### src/rtl/freq_gate_counter.sv
// freq_gate_counter: counts pulse_in over a GATE_CYCLES gate window and publishes the count.
// Define FREQ_BCD_EN to add a sequential double-dabble BCD image of the result on freq_bcd.
module freq_gate_counter #(
  parameter int unsigned GATE_CYCLES = 50_000_000,
  parameter int unsigned CNT_W       = 27,
  parameter int unsigned BCD_DIGITS  = 8
) (
  input  logic             clk,
  input  logic             rst_n,
  input  logic             enable,
  input  logic             single,
  input  logic             pulse_in,
  output logic [CNT_W-1:0] freq_count,
  output logic             freq_valid,
  output logic             overflow,
`ifdef FREQ_BCD_EN
  output logic [4*BCD_DIGITS-1:0] freq_bcd,
`endif
  output logic             busy
);

  localparam int unsigned TW = $clog2(GATE_CYCLES);
  localparam logic [TW-1:0]    TimerLast = TW'(GATE_CYCLES - 1);
  localparam logic [CNT_W-1:0] CntMax    = '1;

  if (GATE_CYCLES < 2 || BCD_DIGITS < 1) begin : g_param_check
    $error("freq_gate_counter: GATE_CYCLES must be >= 2 and BCD_DIGITS >= 1");
  end

`ifdef FREQ_BCD_EN
  localparam int unsigned BW = 4 * BCD_DIGITS;
  localparam int unsigned SW = $clog2(CNT_W + 1);
  localparam logic [SW-1:0] StepLast = SW'(CNT_W - 1);
  typedef enum logic [1:0] {StIdle, StGate, StLatch, StConvert} state_e;
`else
  typedef enum logic [1:0] {StIdle, StGate, StLatch} state_e;
`endif

  state_e            state_q, state_d;
  logic [TW-1:0]     timer_q, timer_d;
  logic [CNT_W-1:0]  cnt_q, cnt_d;
  logic              ovf_q, ovf_d;
  logic [CNT_W-1:0]  freq_count_q, freq_count_d;
  logic              overflow_q, overflow_d;
  logic              freq_valid_q, freq_valid_d;

`ifdef FREQ_BCD_EN
  logic [CNT_W-1:0]  bin_q, bin_d;
  logic [BW-1:0]     bcd_q, bcd_d;
  logic [BW-1:0]     bcd_adj, bcd_shift;
  logic [BW-1:0]     freq_bcd_q, freq_bcd_d;
  logic [SW-1:0]     step_q, step_d;
  logic              single_q, single_d;

  // One double-dabble step: add 3 to every digit >= 5, then shift in the next binary MSB.
  // Digits shifted out of the top are lost, which truncates to BCD_DIGITS digits.
  always_comb begin
    bcd_adj = bcd_q;
    for (int i = 0; i < int'(BCD_DIGITS); i++) begin
      if (bcd_q[4*i +: 4] >= 4'd5) begin
        bcd_adj[4*i +: 4] = bcd_q[4*i +: 4] + 4'd3;
      end
    end
    bcd_shift = {bcd_adj[BW-2:0], bin_q[CNT_W-1]};
  end
`endif

  always_comb begin
    state_d      = state_q;
    timer_d      = timer_q;
    cnt_d        = cnt_q;
    ovf_d        = ovf_q;
    freq_count_d = freq_count_q;
    overflow_d   = overflow_q;
    freq_valid_d = 1'b0;
`ifdef FREQ_BCD_EN
    bin_d        = bin_q;
    bcd_d        = bcd_q;
    step_d       = step_q;
    single_d     = single_q;
    freq_bcd_d   = freq_bcd_q;
`endif

    unique case (state_q)
      StIdle: begin
        if (enable) begin
          state_d = StGate;
          timer_d = '0;
          cnt_d   = '0;
          ovf_d   = 1'b0;
        end
      end

      StGate: begin
        if (!enable) begin
          state_d = StIdle;
        end else begin
          timer_d = timer_q + TW'(1);
          if (pulse_in) begin
            if (cnt_q == CntMax) begin
              ovf_d = 1'b1;
            end else begin
              cnt_d = cnt_q + CNT_W'(1);
            end
          end
          if (timer_q == TimerLast) begin
            state_d = StLatch;
          end
        end
      end

      StLatch: begin
`ifdef FREQ_BCD_EN
        state_d  = StConvert;
        bin_d    = cnt_q;
        bcd_d    = '0;
        step_d   = '0;
        single_d = single;
`else
        freq_count_d = cnt_q;
        overflow_d   = ovf_q;
        freq_valid_d = 1'b1;
        if (enable && !single) begin
          state_d = StGate;
          timer_d = '0;
          cnt_d   = '0;
          ovf_d   = 1'b0;
        end else begin
          state_d = StIdle;
        end
`endif
      end

`ifdef FREQ_BCD_EN
      StConvert: begin
        bin_d  = bin_q << 1;
        bcd_d  = bcd_shift;
        step_d = step_q + SW'(1);
        if (step_q == StepLast) begin
          freq_bcd_d   = bcd_shift;
          freq_count_d = cnt_q;
          overflow_d   = ovf_q;
          freq_valid_d = 1'b1;
          // single was captured in LATCH; enable is not an abort here.
          if (enable && !single_q) begin
            state_d = StGate;
            timer_d = '0;
            cnt_d   = '0;
            ovf_d   = 1'b0;
          end else begin
            state_d = StIdle;
          end
        end
      end
`endif

      default: state_d = StIdle;
    endcase
  end

  always_ff @(posedge clk or negedge rst_n) begin
    if (!rst_n) begin
      state_q      <= StIdle;
      timer_q      <= '0;
      cnt_q        <= '0;
      ovf_q        <= 1'b0;
      freq_count_q <= '0;
      overflow_q   <= 1'b0;
      freq_valid_q <= 1'b0;
`ifdef FREQ_BCD_EN
      bin_q        <= '0;
      bcd_q        <= '0;
      step_q       <= '0;
      single_q     <= 1'b0;
      freq_bcd_q   <= '0;
`endif
    end else begin
      state_q      <= state_d;
      timer_q      <= timer_d;
      cnt_q        <= cnt_d;
      ovf_q        <= ovf_d;
      freq_count_q <= freq_count_d;
      overflow_q   <= overflow_d;
      freq_valid_q <= freq_valid_d;
`ifdef FREQ_BCD_EN
      bin_q        <= bin_d;
      bcd_q        <= bcd_d;
      step_q       <= step_d;
      single_q     <= single_d;
      freq_bcd_q   <= freq_bcd_d;
`endif
    end
  end

  assign freq_count = freq_count_q;
  assign overflow   = overflow_q;
  assign freq_valid = freq_valid_q;
  assign busy       = (state_q != StIdle);
`ifdef FREQ_BCD_EN
  assign freq_bcd   = freq_bcd_q;
`endif

endmodule

### config.mk
export PLATFORM = sky130hd
export DESIGN_NAME = freq_gate_counter
export DESIGN_NICKNAME = d
export VERILOG_FILES = /design/src/rtl/freq_gate_counter.sv
export SDC_FILE = /design/constraint.sdc
export NUM_CORES = 1
export LEC_CHECK = 0
export CAP_MARGIN = 5
export CORE_ASPECT_RATIO = 1.1
export CORE_MARGIN = 2
export CORE_UTILIZATION = 30
export CTS_CLUSTER_SIZE = 8
export DETAILED_ROUTE_END_ITERATION = 16
export SLEW_MARGIN = 20
export SYNTH_ARGS = -nofsm -noshare
export SYNTH_HDL_FRONTEND = slang
export SYNTH_SLANG_ARGS = --single-unit
### constraint.sdc
create_clock -name clk -period 2 [get_ports clk]
set_input_delay 0.4 -clock clk [delete_from_list [all_inputs] [get_ports clk]]
set_output_delay 0.4 -clock clk [all_outputs]
set_load 0.1 [all_outputs]
==> results, run 1 <==
- The actual transition at the worst max-transition pin is 0.421 ns.
- The number of H-tree levels is 3.
- The detailed router finished its first iteration with 181 violations.
- Among all flip-flop cells after synthesis, the most frequent one is dfrtp_1.
- The area of combinational cells with multiple inputs is 1970 µm².
- Setup repair after global routing could not meet its margin everywhere.
- The worst path uses 96.6% of the clock period.
- Port buffering added 34 buffers.
- The number of flops mapped to enable cells by yosys is 0.
- The largest net degree at the start of global routing is 42.
- The number of max-cap violations is 0.
- The I/O pin total is 35.
- Across the routed clock network, the largest skew measured is 0.00740 ns.
- Measured along the y axis, the die boundary spans 128 µm.
- Dividing the detail-routed via count by the number of cells gives 5.09.
- The worst path arrival time is 2.19 ns.
- Summing the sequential cell areas from Yosys gives 50.6% of the chip area.
- Across the VDD grid, the largest voltage drop is 281 µV.
- STA puts the critical path data required time at 2.26 ns.
- The clock latency of the later-clocked register in the worst-skew pair is 0.34 ns.
- The worst setup path is of the register to register kind.
- The critical path capture point is cnt_q[7].
- At the end of routability-driven placement, the weighted congestion stood at 0.844.
- Summing all flip-flop and latch instances after layout gives 2130 µm².
- The total count of hold-check failures in the final report was 0.
- When the netlist entered floorplanning its net count stood at 423.
- After global routing the overflow that remains totals 0.
- STA classifies the critical path endpoint as a register.
- The leakage component of the power is 2.43 nW.
- The clock net in this run drives a total of 85 sinks.
- The path class of the tightest hold or removal check is primary input to asynchronous set/reset pin.
- The distinct cell type count after synthesis is 53.
- Across every metal layer, demand over resource in global routing totals 14.8%.
- The count of yosys warnings during synthesis is 0.
- The number of global-route vias before repair is 3474.
- For this run, the top clock speed supported by timing is 518 MHz.
- The TritonCTS clock tree is done.
- The number of setup violations in the final report is 0.
- Once detailed placement completed, the half-perimeter wirelength came to 7180 µm.
- The routed design could run at a clock period as short as 1.93 ns.
- The initialized floorplan defines 45 standard-cell rows.
- The number of inserted diodes is 0.
- After technology mapping, the gate count stands at 416.
- The reg-to-reg setup timing slack is 0.07 ns.
- For this run, the detailed router's first-pass iteration total came to 4.
- The power density of the placed cells is 664 nW/µm².
- The number of fillers in the final layout is 1362.
- The clock edge transition at the registers on the reported setup and hold paths is 0.06 ns.
- The max-slew violation count is 0.
- The utilization after layout is 39.6%.
- Of all nets on the critical path, the largest fanout is 8.
- The horizontal extent of the die is 117 µm.
- Cells with a size suffix above 1 make up 27.9% of the layout.
- The run finished with clean final reports.
- The post-layout worst setup margin is 0.0681 ns.
- Measured against its own limit, the worst slew margin works out to 71.9%.
- The synthesized area is 4200 µm².
- The count of nets left with antenna violations after detail routing is 0.
- The total vias in the final route is 3528.
- The number of cells traversed by the worst register-to-register path is 7.
- From synthesis to final layout, the design area changed by 29.5%.
- For this configuration, the core starts out at a cell density of 30.6%.
- The first global-routing pass estimated 17500 µm of wire.
- The endpoint identified for the worst register-to-register timing path is cnt_q[7].
- The worst slack at placement is -0.0503 ns.
- The average instance area after synthesis is 10.1 µm².
- The tree is rooted in a clkbuf_16.
- The die covers 15000 µm².
- The number of synthesized register bits is 85.
- Tracing the worst setup path back leads to its startpoint at cnt_q[0].
- In the final routed layout, each cell accounts on average for 14.8 µm.
- The core region area is 13700 µm².
- The initial antenna violation count is 0.
- Counting flops with an async set or reset pin after synthesis yields a share of 100%.
- The type of origin of the critical path is a register.
- In this run, CTS created clock tree buffers numbering 9.
- The longest clock path from root to sink contains 2 buffers.
- The wire length reported by the detailed router is 10200 µm.
- After detailed routing, the number of remaining DRC violations is 0.
- The number of nets at the end of the flow is 507.
- The worst register-to-register path begins at cnt_q[0].
[per-layer routing]
layer / global-route usage (%) / up-vias / part of all wire [%]
li1: - / 1695 / -
met1: 19.5 / 1742 / 44
met2: 23.6 / 82 / 50
met3: 4.07 / 9 / 4.1
met4: 5.05 / 0 / 1.2
met5: 0 / - / 0
[sequential cells by signal (all words and copies together) (netlist names)]
name / flops
ovf_q: 1
overflow: 1
freq_count: 27
freq_valid: 1
state_q: 2
cnt_q: 27
timer_q: 26
[kinds of logic (layout without fill, tap and decap cells)]
| logic type | count (synthesis) | count (layout) | synth area share, % |
|---|---|---|---|
| compound gates | 78 | 78 | 11.7 |
| xor+xnor | 18 | 18 | 3.75 |
| fa+ha+maj | 2 | 2 | 0.596 |
| buf+inv | 35 | 124 | 3.57 |
| flops | 85 | 85 | 50.6 |
| mux | 25 | 25 | 6.61 |
| simple gates | 173 | 173 | 23.1 |
[report_power, final]
part           switching [W]  internal [W]  total [W]
Sequential         0.0000331       0.00175    0.00178
Clock               0.000647      0.000910    0.00156
Combinational       0.000159      0.000114   0.000273
Total               0.000839       0.00278    0.00361
[timing repair]
| item | in CTS | in global routing |
|---|---|---|
| hold buffers | 1 | 0 |
| gates resized for setup | 1 | 8 |
| endpoints found under the hold margin | 12 | 0 |
| setup endpoints to repair | 1 | 15 |
| setup buffers | 0 | 2 |
| pin swaps | 0 | 2 |
[how the worst min path moves through the flow]
stage / to / cells after the start
after floorplan: cnt_q[0] / 0
after global placement: timer_q[17] / 1
after detailed placement: timer_q[17] / 1
after CTS: timer_q[17] / 2
after global routing: overflow / 2
final: timer_q[17] / 2
[through the flow]
step	hold WS [ns]	setup TNS, ns	instance area (µm²)	instances	power (W)
6_report	0.441	0	5440	693	0.00361
5_1_grt	0.446	-0.0477	5440	693	0.00378
3_5_place_dp	0.265	-0.125	5090	674	0.00208
3_3_place_gp	0.265	-0.0675	5090	674	0.00207
4_1_cts	0.432	0	5380	691	0.00366
2_1_floorplan	0.104	0	4200	416	0.00193
[Yosys cell counts, types with 2 or more instances]
master    count  area [µm²]
a31oi_1       7        43.8
a22oi_1       5        37.5
inv_1        12        45.0
o21a_1        2        15.0
or4_1         4        30.0
o31ai_1       8        60.1
nand4b_1      3        26.3
and4_1        7        61.3
nor2_1       26        97.6
nand4_1      16         100
ha_1          2        25.0
o21ai_1       4        20.0
or3_1         6        37.5
buf_2         6        30.0
dfrtp_1      85        2130
mux2_2       22         248
and3_1        7        43.8
nand2_1      34         128
mux2i_1       3        30.0
clkbuf_1     12        45.0
nor3_1       14        70.1
and2_1        7        43.8
buf_1         2        7.51
o21ai_0      20         100
o211ai_1      7        52.6
xnor2_1      18         158
nand2b_1      3        18.8
nor4_1        8        50.1
o21bai_1      2        15.0
nand3_1      27         135
a21oi_1      15        75.1
[cell type report]
type	count	share of cell area (%)
clock buffer	15	4.92
clock inverter	1	0.0920
inverter	13	0.897
multi-input combinational	296	36.2
sequential	85	39.1
tap	188	4.32
timing repair buffer	95	14.5
[critical path, cell delays in order, from the launching register on]
cell and delay [ns]:
dfrtp_1 0.37, ha_2 0.19, nand4_1 0.13, or4_4 0.49, o211ai_4 0.23, buf_6 0.18, nand2_4 0.08, a31oi_1 0.18
[placed cells by master (no fill, tap or decap), types with 2 or more instances in the layout]
cell type,synthesis,routed
o21bai_1,2,2
or4_1,4,4
a22oi_2,0,2
o31ai_1,8,8
a22oi_1,5,3
nand4b_1,3,3
o21a_1,2,2
clkbuf_8,0,2
nor4_1,8,8
dfrtp_1,85,85
o21ai_1,4,4
mux2i_1,3,3
nand4_1,16,16
a21oi_1,15,15
and2_1,7,7
inv_1,12,12
buf_12,0,5
buf_4,1,85
nand2b_1,3,3
o21ai_0,20,20
xnor2_1,18,18
or3_1,6,5
clkbuf_16,0,9
mux2_2,22,22
o211ai_1,7,7
and3_1,7,7
clkbuf_1,12,4
and4_1,7,7
clkdlybuf4s50_1,0,3
nand3_1,27,27
nor2_1,26,26
nand2_1,34,34
nor3_1,14,13
a31oi_1,7,6
No activity file was read; power rests on OpenSTA's default activity.
==> inputs of run 2 (changes only) <==
--- a/config.mk
+++ b/config.mk
@@ -9,6 +9,7 @@
 export CORE_ASPECT_RATIO = 1.1
 export CORE_MARGIN = 2
 export CORE_UTILIZATION = 30
+export CTS_BUF_LIST = sky130_fd_sc_hd__clkbuf_8
 export CTS_CLUSTER_SIZE = 8
 export DETAILED_ROUTE_END_ITERATION = 16
 export SLEW_MARGIN = 20
==> results, run 2 (synthesis gave the netlist of run 1 again) <==
- The actual transition at the worst max-transition pin is 0.419 ns (-0.00131 ns).
- The layout cell share with drive strength beyond 1 is 27.9% (unchanged).
- The starting density of the core is 30.6% (unchanged).
- The number of I/O port buffers was 34 (unchanged).
- The core region area was 13700 µm² (unchanged).
- The setup path with the least slack is of type register to register.
- The die boundary height is 128 µm (unchanged).
- The clock edge transition at the registers on the reported setup and hold paths is 0.08 ns (+0.02 ns).
- The cell family contributing the most delay on the critical path is simple AND/OR/NAND/NOR gates.
- The total chip power is 0.00316 W (-13%).
- The final weighted congestion of routability-driven global placement was 0.844 (unchanged).
- The minimum hold slack is 0.410 ns (-0.0317 ns).
- The cell area after placement came to 5090 µm² (unchanged).
- The post-route setup TNS is 0 ns (unchanged).
- The power density of the placed cells is 591 nW/µm² (-11%).
- The global route total overflow was 0 (unchanged).
- The number of setup violations in the final report is 0 (unchanged).
- The largest net degree at the start of global routing is 42 (unchanged).
- The number of H-tree levels is 3 (unchanged).
- The flow ran to the end, and the final reports show no timing, DRC or antenna violations.
- The number of DRC markers after the initial detailed-route iteration is 161 (-11%).
- The maximum root-to-sink buffer count was 2 (unchanged).
- The total count of hold-check failures in the final report came to 0 (unchanged).
- The number of inserted diodes came to 0 (unchanged).
- STA classifies the critical path endpoint as a register.
- The count of nets left with antenna violations after detail routing was 0 (unchanged).
- The portion of the clock cycle consumed by the worst path in the final layout is 96.3% (-0.26 points).
- The total vias in the final route is 3511 (-0.48%).
- The leakage component of the power is 2.40 nW (-1.2%).
- The overall global routing resource usage is 14.6% (-0.20 points).
- The total clock buffers created by CTS is 9 (unchanged).
- The type of origin of the critical path is a register.
- The first-pass GRT wire length is 17400 µm (-0.16%).
- The worst clock skew on the final layout is 0.0109 ns (+0.00347 ns).
- The number of max-cap violations is 0 (unchanged).
- The initial antenna violation count is 0 (unchanged).
- The post-detailed-route via-to-cell ratio is 5.07 (-0.48%).
- The detail-routed net length per standard cell is 14.6 µm (-1.4%).
- The number of DRC violations after detailed routing was 0 (unchanged).
- The final critical path time including I/O delays and setup is 1.93 ns (-0.00525 ns).
- The max-slew violation count was 0 (unchanged).
- The cell sitting at the root of the clock tree is a clkbuf_8.
- The TritonCTS clock tree is done.
- The horizontal extent of the die is 117 µm (unchanged).
- The worst vdd rail ir drop is 238 µV (-15%).
- The number of nets at the end of the flow was 507 (unchanged).
- The placed wire-length estimate is 7180 µm (unchanged).
- The number of global-route vias before repair is 3498 (+0.69%).
- The count of TritonRoute iterations in the first routing pass is 4 (unchanged).
- The worst-path cell with the longest stage delay is or4_4.
- The highest achievable clock rate is 519 MHz (+0.27%).
- The floorplan die area is 15000 µm² (unchanged).
- The largest fanout of any net on the critical path is 3 (-5).
- The critical path buffer and inverter count came to 0 (-1).
- Leaving out fill and tap cells, the most frequent cells in the layout are dfrtp_1, buf_4, nand2_1.
- The clock latency of the later-clocked register in the worst-skew pair is 0.37 ns (+0.03 ns).
- The I/O pin total is 35 (unchanged).
- The highest cell delay on the worst timing path is 0.48 ns (about the same).
- Setup repair after global routing could not meet its margin everywhere.
- From synthesis to final layout, the design area changed by 27.1%.
- Walking the worst path, the cells encountered are ha_2 -> nand4_1 -> or4_4 -> or3_4 -> a22oi_2 -> o21bai_1.
- The area of all placed cells without fillers is 5340 µm² (-1.9%).
- The headroom to the max-slew limit is 72.0% (+0.087 points).
- The wire length reported by the detailed router is 10100 µm (-1.4%).
- The worst endpoint required time is 2.24 ns (-0.02 ns).
- The number of fillers in the final layout is 1375 (+0.95%).
- The min-delay analysis places its worst path in the category primary input to asynchronous set/reset pin.
- The clock sink total is 85 (unchanged).
- The total number of placement rows came to 45 (unchanged).
- The worst path arrival time is 2.17 ns (-0.02 ns).
==> run 2: cell count changes in the layout (fill, tap and decap cells not counted), sizes merged <==
cell / change
clkbuf: -4
inv: +4
==> run 2: area by class of cell <==
| type | count | area [µm²] | area share (%) |
|---|---|---|---|
| well taps | 188 | 235 | 4.41 |
| multi-input cells | 296 | 1970 | 36.8 |
| flip-flops and latches | 85 | 2130 | 39.8 |
| repair buffers | 95 | 790 | 14.8 |
| inverters | 13 | 48.8 | 0.914 |
| clock buffers | 11 | 151 | 2.84 |
| clock inverters | 5 | 20.0 | 0.375 |
==> run 2: path summary, 6_finish.rpt <==
kind | from | end | slack (ns) | cells after the start
setup / recovery | cnt_q[0] | cnt_q[18] | 0.07 | 6
hold / removal | rst_n | timer_q[17] | 0.41 | 2
setup reg to reg | cnt_q[0] | cnt_q[18] | 0.07 | 6
hold reg to reg | freq_count[2] | freq_count[2] | 0.49 | 2
max in group asynchronous | rst_n | cnt_q[14] | 0.91 | 3
min in group clk | freq_count[2] | freq_count[2] | 0.49 | 2
==> run 2: stage by stage <==
stage	std cells	utilization, %	setup WS (ns)
floorplan	416	-	0.0692
global placement	674	37.1	-0.0481
detailed placement	674	37.1	-0.0503
CTS	691	38.4	0.0172
global route	693	38.9	-0.0270
finish	693	38.9	0.0734
==> run 2: per-layer routing <==
metal	GRT usage [%]	vias to the layer above	part of all wire [%]
li1	-	1688	-
met1	19.5	1730	45
met4	6.09	0	2.3
met3	3.12	18	3.8
met5	0	-	0
met2	23.0	75	49
==> run 2: report_power, final <==
part / total, W / switching [W] / leakage, nW / internal (W)
clock: 0.00110 / 0.000603 / 0.104 / 0.000501
combinational: 0.000272 / 0.000158 / 1.12 / 0.000114
sequential: 0.00178 / 0.0000329 / 1.18 / 0.00175
==> run 2: repair_timing <==
item                       4_1_cts  5_1_grt
setup endpoints to repair        2       17
gates resized for setup          1        8
hold buffers                     1        0
pin swaps                        0        2
setup buffers                    0        2
hold endpoints to repair        12        0
